File: src/rtl/keypad_multitap.sv
`timescale 1ns/1ps
`default_nettype none
// ============================================================================
// Module   : keypad_multitap
// Purpose  : 4x4 keypad scanner/debouncer with phone-style multi-tap letter entry
// Revision : 1.0  initial release
// ============================================================================
module keypad_multitap #(
    parameter int SCAN_CYCLES     = 2,
    parameter int DEBOUNCE_CYCLES = 5
) (
    input  logic       clk,
    input  logic       nRst,
    input  logic       enable,
    input  logic [3:0] row,
    output logic [3:0] col,
    output logic [7:0] cur_char,
    output logic       char_pending,
    output logic [7:0] letter,
    output logic       letter_strobe,
    output logic       word_strobe
);

    localparam int SCW = (SCAN_CYCLES > 1) ? $clog2(SCAN_CYCLES) : 1;
    localparam int DBW = (DEBOUNCE_CYCLES > 1) ? $clog2(DEBOUNCE_CYCLES) : 1;
    localparam logic [SCW-1:0] c_SCAN_LAST = SCW'(SCAN_CYCLES - 1);
    localparam logic [DBW-1:0] c_DB_LAST   = DBW'(DEBOUNCE_CYCLES - 1);
    localparam logic [7:0]     c_SPACE     = 8'h20;

    typedef enum logic [1:0] {
        S_SCAN       = 2'd0,
        S_DB_PRESS   = 2'd1,
        S_HELD       = 2'd2,
        S_DB_RELEASE = 2'd3
    } state_t;

    state_t           r_state;
    logic [3:0]       r_sync1, r_sync2;
    logic [3:0]       r_col, r_col_d1, r_col_d2;
    logic [SCW-1:0]   r_scan_cnt;
    logic [DBW-1:0]   r_db_cnt;
    logic [3:0]       r_cap_row;
    logic [7:0]       r_pend_key;
    logic [1:0]       r_tap;
    logic [7:0]       r_cur;
    logic             r_pending;
    logic [7:0]       r_letter;
    logic             r_lstb, r_wstb;

    logic [3:0]       w_rs;
    logic [3:0]       w_rs_onehot;
    logic             w_aligned;
    logic [1:0]       w_ri, w_ci;
    logic [7:0]       w_key_char;
    logic             w_is_letter;
    logic             w_is_four;
    logic [7:0]       w_base;
    logic [1:0]       w_next_tap;

    assign w_rs = r_sync2;
    // rs lags the column drive by the synchroniser depth; only trust it once
    // the delayed column copy matches the column currently driven.
    assign w_aligned = (r_col_d2 == r_col);

    always_comb begin
        w_rs_onehot = 4'b0000;
        if (w_rs[3])      w_rs_onehot = 4'b1000;
        else if (w_rs[2]) w_rs_onehot = 4'b0100;
        else if (w_rs[1]) w_rs_onehot = 4'b0010;
        else if (w_rs[0]) w_rs_onehot = 4'b0001;
    end

    always_comb begin
        w_ri = 2'd0;
        case (r_cap_row)
            4'b0100: w_ri = 2'd1;
            4'b0010: w_ri = 2'd2;
            4'b0001: w_ri = 2'd3;
            default: w_ri = 2'd0;
        endcase
        w_ci = 2'd0;
        case (r_col)
            4'b0100: w_ci = 2'd1;
            4'b0010: w_ci = 2'd2;
            4'b0001: w_ci = 2'd3;
            default: w_ci = 2'd0;
        endcase
    end

    always_comb begin
        w_key_char = 8'h00;
        case ({w_ri, w_ci})
            4'd0:  w_key_char = 8'h31;
            4'd1:  w_key_char = 8'h32;
            4'd2:  w_key_char = 8'h33;
            4'd3:  w_key_char = 8'h41;
            4'd4:  w_key_char = 8'h34;
            4'd5:  w_key_char = 8'h35;
            4'd6:  w_key_char = 8'h36;
            4'd7:  w_key_char = 8'h42;
            4'd8:  w_key_char = 8'h37;
            4'd9:  w_key_char = 8'h38;
            4'd10: w_key_char = 8'h39;
            4'd11: w_key_char = 8'h43;
            4'd12: w_key_char = 8'h2A;
            4'd13: w_key_char = 8'h30;
            4'd14: w_key_char = 8'h23;
            default: w_key_char = 8'h44;
        endcase
    end

    always_comb begin
        w_is_letter = 1'b1;
        w_is_four   = 1'b0;
        w_base      = 8'h00;
        case (w_key_char)
            8'h32: w_base = 8'h41;
            8'h33: w_base = 8'h44;
            8'h34: w_base = 8'h47;
            8'h35: w_base = 8'h4A;
            8'h36: w_base = 8'h4D;
            8'h37: begin w_base = 8'h50; w_is_four = 1'b1; end
            8'h38: w_base = 8'h54;
            8'h39: begin w_base = 8'h57; w_is_four = 1'b1; end
            default: w_is_letter = 1'b0;
        endcase
        w_next_tap = 2'd0;
        if (r_pending && (r_pend_key == w_key_char)) begin
            if (r_tap == (w_is_four ? 2'd3 : 2'd2)) w_next_tap = 2'd0;
            else                                    w_next_tap = r_tap + 2'd1;
        end
    end

    always_ff @(posedge clk) begin
        if (nRst) begin
            r_sync1 <= 4'b0000;
            r_sync2 <= 4'b0000;
        end else begin
            r_sync1 <= row;
            r_sync2 <= r_sync1;
        end
    end

    always_ff @(posedge clk) begin
        if (nRst || !enable) begin
            r_state    <= S_SCAN;
            r_col      <= 4'b1000;
            r_col_d1   <= 4'b1000;
            r_col_d2   <= 4'b1000;
            r_scan_cnt <= '0;
            r_db_cnt   <= '0;
            r_cap_row  <= 4'b0000;
            r_pend_key <= 8'h00;
            r_tap      <= 2'd0;
            r_cur      <= c_SPACE;
            r_pending  <= 1'b0;
            r_lstb     <= 1'b0;
            r_wstb     <= 1'b0;
            if (nRst) r_letter <= 8'h00;
        end else begin
            r_lstb   <= 1'b0;
            r_wstb   <= 1'b0;
            r_col_d1 <= r_col;
            r_col_d2 <= r_col_d1;
            case (r_state)
                S_SCAN: begin
                    if (r_scan_cnt == c_SCAN_LAST) begin
                        r_scan_cnt <= '0;
                        if (w_rs != 4'b0000) begin
                            r_cap_row <= w_rs_onehot;
                            r_col     <= r_col_d2;
                            r_db_cnt  <= '0;
                            r_state   <= S_DB_PRESS;
                        end else begin
                            r_col <= {r_col[0], r_col[3:1]};
                        end
                    end else begin
                        r_scan_cnt <= r_scan_cnt + 1'b1;
                    end
                end
                S_DB_PRESS: begin
                    if (w_aligned) begin
                        if (w_rs != r_cap_row) begin
                            r_state    <= S_SCAN;
                            r_scan_cnt <= '0;
                            r_db_cnt   <= '0;
                        end else if (r_db_cnt != c_DB_LAST) begin
                            r_db_cnt <= r_db_cnt + 1'b1;
                        end else begin
                            r_state  <= S_HELD;
                            r_db_cnt <= '0;
                            if (w_is_letter) begin
                                r_pend_key <= w_key_char;
                                r_tap      <= w_next_tap;
                                r_cur      <= w_base + {6'd0, w_next_tap};
                                r_pending  <= 1'b1;
                            end else if ((w_key_char == 8'h2A && r_pending) ||
                                         w_key_char == 8'h23 || w_key_char == 8'h30) begin
                                if (w_key_char == 8'h2A) begin
                                    r_letter <= r_cur;
                                    r_lstb   <= 1'b1;
                                end
                                if (w_key_char == 8'h23) r_wstb <= 1'b1;
                                r_pend_key <= 8'h00;
                                r_tap      <= 2'd0;
                                r_cur      <= c_SPACE;
                                r_pending  <= 1'b0;
                            end
                        end
                    end
                end
                S_HELD: begin
                    if (w_rs == 4'b0000) begin
                        r_state  <= S_DB_RELEASE;
                        r_db_cnt <= '0;
                    end
                end
                S_DB_RELEASE: begin
                    if (w_rs != 4'b0000) begin
                        r_state  <= S_HELD;
                        r_db_cnt <= '0;
                    end else if (r_db_cnt != c_DB_LAST) begin
                        r_db_cnt <= r_db_cnt + 1'b1;
                    end else begin
                        r_state    <= S_SCAN;
                        r_db_cnt   <= '0;
                        r_scan_cnt <= '0;
                        r_col      <= {r_col[0], r_col[3:1]};
                    end
                end
                default: r_state <= S_SCAN;
            endcase
        end
    end

    assign col           = r_col;
    assign cur_char      = r_cur;
    assign char_pending  = r_pending;
    assign letter        = r_letter;
    assign letter_strobe = r_lstb;
    assign word_strobe   = r_wstb;

endmodule
`default_nettype wire

File: config.mk
export PLATFORM = sky130hd
export DESIGN_NAME = keypad_multitap
export DESIGN_NICKNAME = d
export VERILOG_FILES = /design/src/rtl/keypad_multitap.sv
export SDC_FILE = /design/constraint.sdc
export NUM_CORES = 1
export LEC_CHECK = 0
export ABC_AREA = 0
export ABC_CLOCK_PERIOD_IN_PS = 10130
export CAP_MARGIN = 20
export CELL_PAD_IN_SITES_DETAIL_PLACEMENT = 1
export CELL_PAD_IN_SITES_GLOBAL_PLACEMENT = 2
export CORE_MARGIN = 2
export CORE_UTILIZATION = 38
export DETAILED_ROUTE_END_ITERATION = 10
export PLACE_DENSITY_LB_ADDON = 0.1
export SLEW_MARGIN = 20
export SYNTH_ARGS = -nofsm -noshare
export SYNTH_HDL_FRONTEND = slang
export SYNTH_SLANG_ARGS = --single-unit
File: constraint.sdc
create_clock -name clk -period 10.13 [get_ports clk]
set_input_delay 2.026 -clock clk [delete_from_list [all_inputs] [get_ports clk]]
set_output_delay 2.026 -clock clk [all_outputs]
set_load 0.02 [all_outputs]
After elaboration in Yosys (flattened, before gate mapping)
Memory sizes are Yosys's and may differ from the RTL's.
Cells that the tools add are included.
{ "totals": {"regBits": 59, "mem_bits_ro": 112, "in_bits": 7, "output_inout_bits": 23, "wordCells": 149, "mem_count": 1} }
{ "memory_table": {"columns": ["memory", "depth", "word_bits", "read_ports", "rd_clocked_by_memory_dff", "wr", "line", "source"], "rows": [
  ["(name not given)", 16, 7, 1, 0, 0, "92", "case ({w_ri, w_ci})"]
]} }
{ "classes": {"addsub": 4, "eq_ne": 38, "n_mux": 59, "bitwise": 5, "reduce_logical": 26} }
{ "op_table": {"columns": ["cell", "count"], "rows": [
  ["8-bit 2-to-1 mux", 13],
  ["8-bit by 6-bit equality test with 1-bit output (second input constant)", 11],
  ["7-bit one-hot mux with 8 select lines", 1],
  ["2-bit 2-to-1 mux", 13],
  ["3-bit 2-to-1 mux", 8],
  ["4-bit 2-to-1 mux", 5],
  ["2-bit != test (second input constant)", 10],
  ["1-bit 2-to-1 mux", 13],
  ["2-bit one-hot mux with 3 select lines", 2],
  ["3-bit one-hot mux with 4 select lines", 1],
  ["2-bit nonzero test", 6],
  ["5-bit AND reduction", 2],
  ["3-bit != test (second input constant)", 3],
  ["8-bit by 2-bit adder with 8-bit output", 1],
  ["4-bit by 1-bit equality test with 1-bit output (second input constant)", 2],
  ["4-bit by 2-bit equality test with 1-bit output (second input constant)", 2],
  ["4-bit by 3-bit equality test with 1-bit output (second input constant)", 2],
  ["8-bit equality test", 1],
  ["2-bit one-hot mux with 4 select lines", 1],
  ["4-bit one-hot mux with 2 select lines", 1],
  ["4-bit AND reduction", 2],
  ["8-bit AND reduction", 1],
  ["8-bit OR reduction", 1],
  ["7-bit OR reduction", 1],
  ["other kinds (21)", 29]
]} }

Logic depth before layout (Yosys ltp)
An unclocked memory read counts as a cell.
{ "depth": {"word_depth": 14, "ltp_mapped": 19, "depth_no_buf": 17} }

Worst setup path after synthesis
No wires, ideal clock.
{ "synth_path": {"path_kind": "register -> register", "start": "register r_col[0] (netlist: col[0])", "end": "register r_cur[3] (netlist: cur_char[3])", "setup_time_ps": 75, "t_arrival_ps": 3831, "required_time_ps": 10055, "slack_ps": 6224, "stages_incl_launch_ff": 20, "path_buffers": 2, "period_less_slack_ps": 3906, "cell_sequence": "dfxtp_1 buf_2 xnor2_1 or3_1 inv_1 ha_1 buf_2 or4b_4 a31oi_2 nand2_2 o31ai_2 a31oi_1 nor3_1 o21a_1 ha_1 a21oi_1 and2_1 mux2i_1 o22a_1 o22ai_1"} }
{ "synth_via": {"elab_chain_cells": 12, "word_cells_on_any_way": 35, "cone_classes": "add/sub: 1; eq/ne: 17; mux: 8; reduce/logical: 8; memory: 1"} }
{ "synth_rtl": {"columns": ["item", "line", "source"], "rows": [
  ["start, declared", "39", "logic [3:0] r_col, r_col_d1, r_col_d2;"],
  ["start signal, assigned", "171", "r_col <= r_col_d2;"],
  ["start signal, assigned", "175", "r_col <= {r_col[0], r_col[3:1]};"],
  ["start signal, assigned", "228", "r_col <= {r_col[0], r_col[3:1]};"],
  ["4-bit by 1-bit equality test with 1-bit output (tied with other cells)", "82", "case (r_col)"],
  ["2-bit one-hot mux with 3 select lines", "82", null],
  ["memory read 16 x 7 bit", null, null],
  ["8-bit by 6-bit equality test with 1-bit output", "116", "case (w_key_char)"],
  ["2-bit OR reduction (no source line)", null, null],
  ["1-bit 2-to-1 mux", "116", null],
  ["1-bit 2-to-1 mux", "129", "if (r_tap == (w_is_four ? 2'd3 : 2'd2)) w_next_tap = 2'd0;"],
  ["2-bit equality test", "129", null],
  ["2-bit 2-to-1 mux", "129", null],
  ["2-bit 2-to-1 mux", "128", "if (r_pending && (r_pend_key == w_key_char)) begin"],
  ["8-bit by 2-bit adder with 8-bit output", "195", "r_cur <= w_base + {6'd0, w_next_tap};"],
  ["8-bit 2-to-1 mux", "192", "if (w_is_letter) begin"],
  ["end signal, assigned", "155", "r_cur <= c_SPACE;"],
  ["end signal, assigned", "195", null],
  ["end signal, assigned", "206", "r_cur <= c_SPACE;"],
  ["end, declared", "45", "logic [7:0] r_cur;"]
]} }
Several ways; a longest one is shown, not always the timed one.
A chain may end at the register's enable or synchronous reset.

Final worst setup path
{ "layout_path": {"start": "register r_col[1] (netlist: col[1])", "end": "register r_cur[3] (netlist: cur_char[3])"} }
The elaborated chain is that of the path after synthesis.

==> results by group <==
Layout
  • Commonest non-fill, non-tap cell in the layout: dfxtp_1
  • Post-route cell area: 3510 sq um
  • Most frequent cells in the layout: dfxtp_1 (48), nand2_1 (36), nor2_1 (30), clkdlybuf4s50_1 (27), inv_1 (19)
  • Area growth from synthesis to layout: 12.8%
  • Area occupied by multi-input gates: 1740 sq um
  • Fillers: 1002
  • Sequential Area: 1170 sq um
  • Number of diodes: 0
  • Share of cells above drive strength 1: under 10%
  • Nets: 393

Hold path
  • HP Class: reg -> reg

Logic synthesis
  • Synth Flop Type: dfxtp_1
  • Synth warn: 0
  • Mapped Cells: 362
  • Avg Cell Area, Syn: 8.60 sq um
  • Asr flop ratio synth: 0%
  • EDFF count, synth: 7
  • Yosys cell types: 70
  • Synth Register Bits: 55
  • Mapped Area: 3110 sq um
  • Post-synthesis sequential area ratio: 37.6%

Timing
  • Worst Clk Skew: slightly below 8 ps
  • Final worst-path cycle share: a little over two fifths
  • Final setup viols: 0
  • Post-route minimum period: 4270 ps
  • Worst Tran Pin Value: 940 ps
  • TNS Setup: 0 ps
  • RSZ-0062 raised after global routing: no
  • Fmax: 234 MHz
  • Final worst setup slack: 5860 ps
  • Final hold violations: 0
  • Pins Over Slew Limit: 0
  • Max-slew headroom: 36.8%

Pwr
  • Switching Power: 99.8 uW
  • Net Sw Frac: around 24%
  • Flop pwr share: 55.4%
  • Power Dens Cells: 117 nW/um^2
  • Clock network fraction of total power: between 30% and 40%
  • Logic pwr share: under 10%
  • P_int: around 310 uW
  • Peak supply drop: about 0.057 mV
  • P_leak: 0.00130 uW

Status
  • Status: finished, final reports clean

Global routing
  • Vias in the first global route: 2649
  • Grt total ovfl: 0
  • Gr usage total: 20.1%
  • Largest net degree at the start of global routing: 24
  • Initial antenna violation count: 0
  • First-pass GRT wire length: 13700 um

Worst setup path
  • Delay-heaviest family, CP: compound AO/OA/AOI/OAI gates
  • CP required: 10360 ps
  • CP endpoint kind: flip-flop
  • CP Launch Type: flip-flop
  • Data arrival, critical path: around 4500 ps
  • Crit path max fanout: 8
  • Worst path cell trace: or2_2 -> nor2_1 -> inv_1 -> ha_1 -> and3b_1 -> o21ai_2 -> a21oi_1 -> a2111oi_0 -> nand4_1 -> nor3_1 -> o21a_1 -> ha_1 -> a21oi_1 -> and2_1 -> mux2i_1 -> o22a_1 -> o22ai_1
  • Crit path largest cell delay: about 460 ps
  • Crit-path slowest cell: a2111oi_0
  • Critical path buffers and inverters: 1
  • Crit path kind: reg -> reg

Detailed routing
  • Avg Vias per Cell: ~5.4
  • DRT antenna net count: 0
  • Met1 Wirelength: 3610 um
  • Total Wirelength: 8440 um
  • DRC viols: 0
  • Uppermost routed layer: met4
  • DRT Pass-1 Iters: 6
  • Detailed Route Iter0 Violations: 112
  • Routed met3 length: 220 um
  • Routed len/inst: 17.6 um
  • Met2 wire len: 4500 um
  • DR vias: 2589

Clocking
  • Worst-path clk slew: 110 ps
  • Post-CTS resize count: 0
  • CTS tree: yes
  • Htree depth: 2
  • Clock Sinks: 55
  • Hold_buf cts: 0
  • Buffers from clock root to sink, at most: 2
  • Root buffer cell: clkbuf_8
  • Post-CTS setup buffers: 0
  • Worst-Skew Late Latency: 310 ps
  • CTS buffer count: 5

Floorplan
  • Initial core utilization: 38.5%
  • Die ar.: 8940 sq um
  • Die Y: 94.5 um
  • I/O pin total: 30
  • Core Region: just over 8000 sq um
  • Number of cell rows: 33
  • Die W: 94.5 um

Placed design
  • Setup slack after placement: 5740 ps
  • DP HPWL: 6440 um
  • Placer Congestion: 0.803
  • IO buf count: 27
  • Dpl cell area: approximately 3400 sq um

Job
  • Max_cap viols: 0
synthesized netlist by cell type (all sizes together) (3+ instances only):
cell	n	area, sq um
clkbuf	12	46.3
o21ai	14	73.8
nor2b	12	75.1
a311oi	3	26.3
dfxtp	48	961
mux2i	3	30.0
nor2	32	130
or4	3	22.5
buf	13	86.3
a21oi	14	73.8
o21a	4	30.0
nor3	9	45.0
nand2	37	141
o211ai	6	45.0
o22ai	7	43.8
or2	5	31.3
nand2b	4	25.0
a2bb2oi	3	26.3
o31ai	6	50.1
a31oi	8	62.6
inv	19	71.3
xnor2	12	105
nand4	4	25.0
edfxtp	7	210
and2	10	62.6
nor4	3	18.8
xor2	3	33.8
nand3	8	40.0
ha	11	138
nor3b	6	45.0
area by class of cell:
class                           count  share of cell area, %
Clock buffer                        6                   2.07
Clock inverter                      2                   1.07
Inverter                           19                   2.03
Multi-Input combinational cell    264                   49.6
Sequential cell                    55                   33.3
Tap cell                          105                   3.74
Timing Repair Buffer               29                   8.12
metrics by stage:
stage | total power, uW | instances | hold slack [ps] | utilization [%]
6_report | 412 | 480 | 433 | 43.4
5_1_grt | 428 | 480 | 444 | 43.4
4_1_cts | 419 | 480 | 441 | 43.4
3_5_place_dp | 268 | 472 | 415 | 42.0
3_3_place_gp | 268 | 472 | 399 | 42.0
2_1_floorplan | 256 | 363 | 386 | -
sequential cells by signal, summed over array words and instances (netlist names):
signal / flops
letter: 7
r_pend_key: 7
cur_char: 6
col: 4
r_cap_row: 4
r_col_d1: 4
r_col_d2: 4
r_sync1: 4
r_sync2: 4
r_db_cnt: 3
r_state: 2
r_tap: 2
char_pending: 1
letter_strobe: 1
r_scan_cnt: 1
word_strobe: 1
metal layers:
metal	up-vias	global-route usage (%)
met5	-	0
li1	1302	-
met4	0	4.95
met3	10	3.27
met1	1235	23.5
met2	42	37.9
logic make-up (layout without fill, tap and decap cells):
family / count (synthesis) / count (layout) / synth area share, %
buffers and inverters: 44 / 56 / 6.55
multiplexers: 3 / 3 / 0.964
XOR/XNOR: 16 / 16 / 5.18
other: 1 / 2 / 0.120
adder cells (fa/ha/maj): 12 / 12 / 5.06
flip-flops: 55 / 55 / 37.6
AO/OA/AOI/OAI: 86 / 86 / 20.0
AND/OR/NAND/NOR: 145 / 145 / 24.5
final timing paths:
path                     from     endpoint  slack, ps  cells past startpoint
setup / recovery       col[1]  cur_char[3]       5860                     17
hold / removal    r_col_d1[0]  r_col_d2[0]        430                      1
setup reg to reg       col[1]  cur_char[3]       5860                     17
hold reg to reg   r_col_d1[0]  r_col_d2[0]        430                      1
worst reg2reg max path, delay by kind of cell (launching register included):
| kind | cells | cell delay (ps) |
|---|---|---|
| DFF | 1 | 410 |
| muxes | 1 | 70 |
| adders and majority gates | 2 | 460 |
| and+or+nand+nor | 6 | 1510 |
| AOI/OAI and AO/OA | 7 | 1600 |
| buffers and inverters | 1 | 160 |
power by group through the flow:
| stage | sequential (uW) | clock, uW | combinational, uW |
|---|---|---|---|
| floorplan | 233 | 0 | 23.5 |
| CTS | 228 | 155 | 34.8 |
| detailed placement | 233 | 0 | 34.6 |
| global placement | 233 | 0 | 34.6 |
| global route | 229 | 161 | 38.0 |
| finish | 228 | 149 | 34.3 |
(Power assumes the default switching activity.)
